**src/rtl/i2s_pkg.sv**
```systemverilog
// Shared definitions for the I2S receive channel.
//   - rx_state_e  : receive FSM state encoding
//   - MAX_WORD_W  : widest supported word (bits)
//   - BITCNT_W    : width of the in-word bit counter
//   - WORDCNT_W   : width of the in-frame word (slot) counter
package i2s_pkg;

  localparam int MAX_WORD_W = 32;
  localparam int BITCNT_W   = 5;
  localparam int WORDCNT_W  = 3;

  typedef enum logic [1:0] {
    ST_IDLE = 2'd0,
    ST_SYNC = 2'd1,
    ST_RUN  = 2'd2
  } rx_state_e;

endpackage

```
**src/rtl/i2s_rx_fifo.sv**
```systemverilog
// Output word buffer for the I2S receive channel.
// Ports:
//   clk_i, rst_i     : clock, asynchronous active-high reset
//   flush_i          : synchronous empty (takes priority over push/pop)
//   push_i/push_data : write request; dropped when full unless a pop
//                      happens in the same cycle
//   pop_i            : read request (ignored while empty)
//   pop_data_o       : head entry, reads 0 while empty
//   full_o, empty_o  : occupancy flags
//   drop_o           : a push was refused this cycle
module i2s_rx_fifo #(
  parameter int FIFO_DEPTH = 2,
  parameter int DATA_W     = 35
) (
  input  logic              clk_i,
  input  logic              rst_i,
  input  logic              flush_i,
  input  logic              push_i,
  input  logic [DATA_W-1:0] push_data_i,
  input  logic              pop_i,
  output logic [DATA_W-1:0] pop_data_o,
  output logic              full_o,
  output logic              empty_o,
  output logic              drop_o
);

  localparam int AW = (FIFO_DEPTH > 1) ? $clog2(FIFO_DEPTH) : 1;
  localparam logic [AW:0] DEPTH_C = (AW+1)'(FIFO_DEPTH);

  logic [DATA_W-1:0] mem_q [FIFO_DEPTH];
  logic [DATA_W-1:0] mem_d [FIFO_DEPTH];
  logic [AW-1:0]     wr_ptr_q, wr_ptr_d;
  logic [AW-1:0]     rd_ptr_q, rd_ptr_d;
  logic [AW:0]       count_q, count_d;
  logic              do_push, do_pop;

  assign full_o     = (count_q == DEPTH_C);
  assign empty_o    = (count_q == '0);
  assign pop_data_o = empty_o ? '0 : mem_q[rd_ptr_q];

  always_comb begin
    mem_d    = mem_q;
    wr_ptr_d = wr_ptr_q;
    rd_ptr_d = rd_ptr_q;
    count_d  = count_q;
    do_pop   = pop_i & ~empty_o;
    // A full buffer still accepts a push when the head leaves this cycle.
    do_push  = push_i & (~full_o | do_pop);
    drop_o   = push_i & full_o & ~do_pop;

    if (flush_i) begin
      wr_ptr_d = '0;
      rd_ptr_d = '0;
      count_d  = '0;
      drop_o   = 1'b0;
    end else begin
      if (do_push) begin
        mem_d[wr_ptr_q] = push_data_i;
        wr_ptr_d        = wr_ptr_q + AW'(1);
      end
      if (do_pop) rd_ptr_d = rd_ptr_q + AW'(1);
      case ({do_push, do_pop})
        2'b10:   count_d = count_q + (AW+1)'(1);
        2'b01:   count_d = count_q - (AW+1)'(1);
        default: count_d = count_q;
      endcase
    end
  end

  always_ff @(posedge clk_i or posedge rst_i) begin
    if (rst_i) begin
      for (int i = 0; i < FIFO_DEPTH; i++) mem_q[i] <= '0;
      wr_ptr_q <= '0;
      rd_ptr_q <= '0;
      count_q  <= '0;
    end else begin
      mem_q    <= mem_d;
      wr_ptr_q <= wr_ptr_d;
      rd_ptr_q <= rd_ptr_d;
      count_q  <= count_d;
    end
  end

endmodule

```
**src/rtl/i2s_rx_channel.sv**
```systemverilog
// I2S receive channel: deserialises sd_i into words framed by ws_i rising
// edges (one-bit I2S delay), buffers completed words with their slot index.
// Ports:
//   clk_i, rst_i        : bit clock, asynchronous active-high reset
//   cfg_en_i            : enable; low flushes the buffer and idles the FSM
//   cfg_word_size_i     : bits per word minus 1
//   cfg_word_num_i      : words per frame minus 1
//   cfg_lsb_first_i     : first received bit is the LSB
//   ws_i, sd_i          : word select, serial data
//   data_o/word_idx_o   : head word (right-justified) and its slot index
//   data_valid_o        : head is valid; popped with data_ready_i
//   overflow_o          : sticky, word dropped on full buffer
//   frame_err_o         : sticky, ws edge early or missing
//   status_clr_i        : clears both sticky flags (a same-cycle set wins)
module i2s_rx_channel
  import i2s_pkg::*;
#(
  parameter int FIFO_DEPTH = 2
) (
  input  logic                  clk_i,
  input  logic                  rst_i,
  input  logic                  cfg_en_i,
  input  logic [BITCNT_W-1:0]   cfg_word_size_i,
  input  logic [WORDCNT_W-1:0]  cfg_word_num_i,
  input  logic                  cfg_lsb_first_i,
  input  logic                  ws_i,
  input  logic                  sd_i,
  output logic [MAX_WORD_W-1:0] data_o,
  output logic                  data_valid_o,
  input  logic                  data_ready_i,
  output logic [WORDCNT_W-1:0]  word_idx_o,
  output logic                  overflow_o,
  output logic                  frame_err_o,
  input  logic                  status_clr_i
);

  localparam int ENTRY_W = WORDCNT_W + MAX_WORD_W;

  rx_state_e              state_q, state_d;
  logic                   ws_q, ws_d;
  logic [BITCNT_W-1:0]    bitcnt_q, bitcnt_d;
  logic [WORDCNT_W-1:0]   wordcnt_q, wordcnt_d;
  logic [MAX_WORD_W-1:0]  shreg_q, shreg_d;
  logic                   overflow_q, overflow_d;
  logic                   frame_err_q, frame_err_d;

  logic                   ws_edge;
  logic                   final_bit, last_word;
  logic [MAX_WORD_W-1:0]  base, sampled;
  logic                   push, flush, fe_set;
  logic [ENTRY_W-1:0]     push_data, head;
  logic                   fifo_full, fifo_empty, fifo_drop, pop;

  assign ws_edge   = ws_i & ~ws_q;
  assign final_bit = (bitcnt_q == cfg_word_size_i);
  assign last_word = (wordcnt_q == cfg_word_num_i);

  // Bit 0 of a word starts from an empty register so short words read
  // zero above their width.
  assign base    = (bitcnt_q == '0) ? '0 : shreg_q;
  assign sampled = cfg_lsb_first_i
                 ? (base | ({{(MAX_WORD_W-1){1'b0}}, sd_i} << bitcnt_q))
                 : {base[MAX_WORD_W-2:0], sd_i};

  // The word is written into the buffer on the same edge that samples its
  // final bit, so it is visible on data_o in the following cycle.
  assign push_data = {wordcnt_q, sampled};

  always_comb begin
    state_d   = state_q;
    ws_d      = ws_i;
    bitcnt_d  = bitcnt_q;
    wordcnt_d = wordcnt_q;
    shreg_d   = shreg_q;
    push      = 1'b0;
    flush     = 1'b0;
    fe_set    = 1'b0;

    if (!cfg_en_i) begin
      state_d   = ST_IDLE;
      bitcnt_d  = '0;
      wordcnt_d = '0;
      shreg_d   = '0;
      flush     = 1'b1;
    end else begin
      case (state_q)
        ST_IDLE: state_d = ST_SYNC;
        ST_SYNC: begin
          if (ws_edge) begin
            state_d   = ST_RUN;
            bitcnt_d  = '0;
            wordcnt_d = '0;
            shreg_d   = '0;
          end
        end
        ST_RUN: begin
          if (final_bit && last_word) begin
            // End of frame: the next frame's ws edge must land here.
            push      = 1'b1;
            bitcnt_d  = '0;
            wordcnt_d = '0;
            shreg_d   = '0;
            if (!ws_edge) begin
              fe_set  = 1'b1;
              state_d = ST_SYNC;
            end
          end else if (ws_edge) begin
            // Early edge: drop the partial word, resync to slot 0.
            fe_set    = 1'b1;
            bitcnt_d  = '0;
            wordcnt_d = '0;
            shreg_d   = '0;
          end else if (final_bit) begin
            push      = 1'b1;
            bitcnt_d  = '0;
            wordcnt_d = wordcnt_q + WORDCNT_W'(1);
            shreg_d   = '0;
          end else begin
            bitcnt_d  = bitcnt_q + BITCNT_W'(1);
            shreg_d   = sampled;
          end
        end
        default: state_d = ST_IDLE;
      endcase
    end

    overflow_d  = fifo_drop ? 1'b1 : (status_clr_i ? 1'b0 : overflow_q);
    frame_err_d = fe_set    ? 1'b1 : (status_clr_i ? 1'b0 : frame_err_q);
  end

  always_ff @(posedge clk_i or posedge rst_i) begin
    if (rst_i) begin
      state_q     <= ST_IDLE;
      ws_q        <= 1'b0;
      bitcnt_q    <= '0;
      wordcnt_q   <= '0;
      shreg_q     <= '0;
      overflow_q  <= 1'b0;
      frame_err_q <= 1'b0;
    end else begin
      state_q     <= state_d;
      ws_q        <= ws_d;
      bitcnt_q    <= bitcnt_d;
      wordcnt_q   <= wordcnt_d;
      shreg_q     <= shreg_d;
      overflow_q  <= overflow_d;
      frame_err_q <= frame_err_d;
    end
  end

  assign pop = ~fifo_empty & data_ready_i;

  i2s_rx_fifo #(
    .FIFO_DEPTH (FIFO_DEPTH),
    .DATA_W     (ENTRY_W)
  ) u_fifo (
    .clk_i       (clk_i),
    .rst_i       (rst_i),
    .flush_i     (flush),
    .push_i      (push),
    .push_data_i (push_data),
    .pop_i       (pop),
    .pop_data_o  (head),
    .full_o      (fifo_full),
    .empty_o     (fifo_empty),
    .drop_o      (fifo_drop)
  );

  assign data_o       = head[MAX_WORD_W-1:0];
  assign word_idx_o   = head[ENTRY_W-1:MAX_WORD_W];
  assign data_valid_o = ~fifo_empty;
  assign overflow_o   = overflow_q;
  assign frame_err_o  = frame_err_q;

endmodule

```
**config.mk**
```make
export PLATFORM = sky130hd
export DESIGN_NAME = i2s_rx_channel
export DESIGN_NICKNAME = d
export VERILOG_FILES = /design/src/rtl/i2s_pkg.sv /design/src/rtl/i2s_rx_fifo.sv /design/src/rtl/i2s_rx_channel.sv
export SDC_FILE = /design/constraint.sdc
export NUM_CORES = 1
export LEC_CHECK = 0
export ABC_AREA = 0
export BUFFER_PORTS_ARGS = -buffer_cell sky130_fd_sc_hd__buf_2
export CAP_MARGIN = 20
export CORE_ASPECT_RATIO = 1.25
export CORE_MARGIN = 2
export CORE_UTILIZATION = 55
export CTS_CLUSTER_DIAMETER = 200
export DETAILED_ROUTE_END_ITERATION = 8
export PLACE_DENSITY = 0.82
export SYNTH_ARGS = -nofsm -noshare
export SYNTH_HDL_FRONTEND = slang
export SYNTH_SLANG_ARGS = --single-unit
```
**constraint.sdc**
```tcl
create_clock -name clk_i -period 11.5 [get_ports clk_i]
set_input_delay 2.3 -clock clk_i [delete_from_list [all_inputs] [get_ports clk_i]]
set_output_delay 2.3 -clock clk_i [all_outputs]
set_load 0.02 [all_outputs]
```
## Word level (Yosys, flattened, before mapping)

Cells that the tools add are included.

| word-level totals | value |
|---|---|
| register bits after elaboration | 119 |
| input bits | 16 |
| output and inout port bits | 38 |
| logic and storage cells | 114 |

| operators by class | value |
|---|---|
| $add $sub $neg | 6 |
| magnitude comparators | 3 |
| equality and inequality tests | 15 |
| shifts and indexed selects | 1 |
| multiplexer cells | 52 |
| bitwise operators | 14 |
| reductions and logical operators | 11 |

Operator list:

| cell | number |
|---|---|
| 2-to-1 mux 32 bit | 7 |
| 2-to-1 mux 35 bit | 5 |
| bitwise mux 70 bit | 1 |
| case mux 32 bit (2 select lines) | 1 |
| demux 35 bit (select 1 bit) | 1 |
| OR 32 bit | 1 |
| left shift 1 x 5 -> 32 bit | 1 |
| 2-to-1 mux 5 bit | 5 |
| 2-to-1 mux 1 bit | 18 |
| 2-to-1 mux 3 bit | 5 |
| 2-to-1 mux 2 bit | 5 |
| case mux 5 bit (2 select lines) | 1 |
| != test 3 bit, second input constant | 3 |
| AND 1 bit | 6 |
| == test 2 bit, second input constant | 3 |
| != test 3 x 1 -> 1 bit, second input constant | 2 |
| case mux 2 bit (3 select lines) | 1 |
| case mux 3 bit (2 select lines) | 1 |
| AND reduction 3 bit | 2 |
| adder 5 x 1 -> 5 bit, second input constant | 1 |
| == test 5 bit | 1 |
| logical NOT 5 bit | 1 |
| != test 5 bit, second input constant | 1 |
| == test 2 x 1 -> 1 bit, second input constant | 2 |
| other kinds (16) | 27 |

## Longest topological paths before layout

| depth | value |
|---|---|
| word-level depth | 10 |
| mapped depth | 9 |
| mapped depth without buffers | 6 |

## By module

Synthesis repeated with hierarchy kept, for this count alone.

| unflattened totals | value |
|---|---|
| cells, all modules | 516 |
| area total of the unflattened synthesis | 6211.0 µm² |

By module, submodules not included:

| module | instances | cells an instance | area each (µm²) | sequential area each (µm²) |
|---|---|---|---|---|
| i2s_rx_fifo | 1 | 256 | 3528.4 | 1851.8 |
| i2s_rx_channel | 1 | 260 | 2682.6 | 1126.1 |

## Worst setup path after synthesis

OpenSTA, ideal clock, no wires.

| timing path | value |
|---|---|
| kind | register to output |
| from | register u_fifo.rd_ptr_q |
| to | output port data_o[0] |
| arrival | 1575 ps |
| required time | 9200 ps |
| slack | 7625 ps |
| stages on the path, launching flop included | 5 |
| buffers on the path | 2 |
| cells stage by stage | dfrtp_1 > clkbuf_1 > clkbuf_1 > mux2i_1 > nor2_1 |

| between the ends | value |
|---|---|
| cells in the longest elaborated chain, start to end | 5 |

RTL lines:

| what | line | source |
|---|---|---|
| start: declaration | i2s_rx_fifo.sv:33 | `logic [AW-1:0] rd_ptr_q, rd_ptr_d;` |
| start signal: assignment | i2s_rx_fifo.sv:79 | `rd_ptr_q <= rd_ptr_d;` |
| inverter 1 -> 2 bit (implied by the code) | i2s_rx_fifo.sv:39 | `assign pop_data_o = empty_o ? '0 : mem_q[rd_ptr_q];` |
| 2-to-1 mux 35 bit (implied by the code) (3 in series) | i2s_rx_fifo.sv:39 |  |
| 2-to-1 mux 35 bit | i2s_rx_fifo.sv:39 |  |
| end: declaration | i2s_rx_channel.sv:28 | `output logic [MAX_WORD_W-1:0] data_o,` |

No other way between the ends. The select of a mux whose other input is x is not followed.

## Worst setup path in the final report

| timing path | value |
|---|---|
| from | register u_fifo.rd_ptr_q |
| to | output port data_o[28] |

Same word-level chain as after synthesis.

==> results.txt <==
* Number of inserted diodes: 0
* Type of the worst setup path: flop to primary output
- The area growth from synthesis to layout is 15.22%.
* Setup_tns: 0 ns
* Resized Gates After CTS: 0
- The top cell types in the final layout, fill and taps aside, are dfrtp_1 (118), a22o_1 (62), buf_2 (53), nor2_1 (44), mux2i_1 (39).
- The number of nets handed over by synthesis was 555.
- The initialized floorplan defines 42 standard-cell rows.
* NumNets Final: 597
* Type of the worst min-delay path: flop to flop
- Setup repair after global routing left no endpoint under its margin.
- Avg Vias per Cell: 6.241
* Maximum Capacitance Violations: 0
- Most frequent standard cell in the layout excluding fill and tap cells: dfrtp_1
- For flop-to-flop paths, the worst setup slack is 8.91 ns.
* Final hold violation count: 0
* Via count of the first global-routing pass: 4552
* DRC Markers: 0
- Clock-pin slew was measured on the worst setup and hold paths at 0.05 ns.
* Distinct cell type count of the synthesized netlist: 51
* Wire length of the first global-routing pass: 22780 um
- For this run, the top clock speed supported by timing is 227.2 MHz.
- Global routing used 24.29% of the available tracks.
* Maximum clock path buffer count: 2
* Minimum clock period after layout: 4.402 ns
- Routability-driven placement finished with a final weighted congestion of 0.8907.
- Final Slew Violations: 0
* HPWL after DPL: 8509 um
- The routed design has 13560 um of wire.
* Syn Std Cell Area: 6041 um^2
* Worst-Margin Slew: 1.125 ns
* Post-detailed-route wirelength per cell: 18.81 um
- In this run, the number of DRC markers left after iteration 0 of detailed routing was 472.
- Setup Skew: 0.008343 ns
- DR vias: 4500
- Largest net degree at the start of global routing: 66
- Later-pin clock latency in the skew report: 0.41 ns
* Peak supply drop: 0.1205 mV
- In this run the number of H-tree levels came out at 4.
* Number of input and output port buffers inserted: 53
- The clock drives 119 sinks.
* First-pass detailed-route iteration total: 8
- Setup crit start kind: flop
- Data required time of the worst path: 9.20 ns
- Core Region: 10670 um^2
* Share of the clock period used by the worst path: 38.28%
- Relative max-transition margin: 25.01%
- The worst setup path is captured at a primary output.
- Number of warnings printed during yosys synthesis: 0
- Synthesis inferred 119 register bits.
- In the synthesized netlist, the number of instances is 536.
- Number of enable flip-flop cells after synthesis: 0
- The tree is rooted in a clkbuf_16.
* Num CTS Buffers: 17
* Setup Buffers After CTS: 0
- Fin Hold WS: 0.4792 ns
* Outcome: finished clean
* Area of the die: 11840 um^2
* Number of buffers added to fix hold violations after cts: 0
* Chip Height: 121.2 um
* Post-Syn Area per Cell: 11.27 um^2
- Synth async-reset ratio: 100.0%
- Fraction of final layout cells with drive strength greater than 1: 20.54%
- Number of setup violations in the final report: 0
* TritonCTS clock tree: done
- The initial antenna violation count is 0.
* Residual antenna-violating net count after detailed routing: 0
* Maximum net fanout on the critical path: 36
- In the synthesized netlist the dominant register cell turns out to be dfrtp_1.
- Die span in x: 97.74 um
- Arrival time at the worst endpoint: 2.10 ns
* Pleak: 3.282 nW
* Boundary pin count: 54
- GRT overflow: 0
- Sequential elements use 49.30% of the synthesized area.
* Initial cell density of the core: 56.63%
* Power per unit of standard cell area: 137.6 nW/um^2
==> synthesized netlist by cell type (4+ instances only) <==
library cell	count	area share, %
o21ai_0	15	1.2
o2bb2ai_1	7	1.0
nor3_1	9	0.75
a22oi_1	8	0.99
nand2b_1	4	0.41
dfrtp_1	119	49
mux2_2	22	4.1
nor2_1	46	2.9
xor2_1	8	1.2
a32o_1	5	0.83
nand2_1	25	1.6
buf_2	9	0.75
mux2i_1	39	6.5
inv_1	16	0.99
a22o_1	62	9.0
o21a_1	7	0.87
clkbuf_1	22	1.4
a21oi_1	22	1.8
and3_1	5	0.52
mux2_1	38	7.1
==> area by class of cell <==
| cell class | count | area (um^2) |
|---|---|---|
| clock buffer | 27 | 523.0 |
| clock inverter | 3 | 40.04 |
| fill | 794 | 3707 |
| inverter | 16 | 62.56 |
| multi-input combinational | 364 | 2853 |
| sequential | 119 | 2979 |
| tap | 132 | 165.2 |
| timing repair buffer | 60 | 337.8 |
==> critical path, cell delays in order, from the launching register on <==
cell	delay [ns]
dfrtp_2	1.11
mux2i_1	0.31
nor2_1	0.07
buf_2	0.19
==> sequential cells by signal (all words and copies together), names as in the netlist <==
name and count:
ws_q 1, wordcnt_q 3, u_fifo.wr_ptr_q 1, u_fifo.rd_ptr_q 1
u_fifo.mem_q 70, state_q 2, overflow_o 1, bitcnt_q 5
frame_err_o 1, u_fifo.count_q 2, shreg_q 32
==> routing by layer <==
layer  track usage (%)  vias to the layer above  wire length (um)
met2             41.29                      161              7143
li1                  -                     2053                 -
met5                 0                        -                 0
met1             29.95                     2254              5311
met4             9.462                        0               353
met3             6.048                       32               754
==> cell families after synthesis <==
kind of cell,after synthesis,synth area share (%)
adder cells (fa/ha/maj),3,0.6214
XOR/XNOR,10,1.450
buffers and inverters,53,3.852
AND/OR/NAND/NOR,107,8.596
AO/OA/AOI/OAI,145,18.54
multiplexers,99,17.65
flip-flops,119,49.30
==> path summary, 6_finish.rpt <==
path / startpoint / end / cells past startpoint
worst max-delay path: u_fifo.rd_ptr_q / data_o[28] / 3
worst min-delay path: u_fifo.mem_q[38] / u_fifo.mem_q[38] / 2
worst max register to register: bitcnt_q[0] / u_fifo.mem_q[19] / 5
worst min register to register: u_fifo.mem_q[38] / u_fifo.mem_q[38] / 2
max in group asynchronous: rst_i / u_fifo.mem_q[3] / 3
min in group asynchronous: rst_i / ws_q / 2
==> stage by stage <==
stage                     setup WS (ns)  total power [mW]  area (um^2)  util [%]  instances
after CTS                         7.067            0.9638         6933     64.99        720
after detailed placement          7.071            0.4614         6370     59.71        690
final                             7.098            0.9579         6960     65.25        721
after global routing              6.931            0.9860         6960     65.25        721
after floorplan                   6.043            0.4504         6041         -        536
after global placement            7.127            0.4601         6370     59.71        690
==> where the power goes <==
part           leakage (nW)  switching (mW)  internal [mW]
sequential             1.64         0.00142          0.421
combinational          1.37          0.0256        0.00753
clock                 0.279           0.174          0.328
No activity file was read; power rests on OpenSTA's default activity.
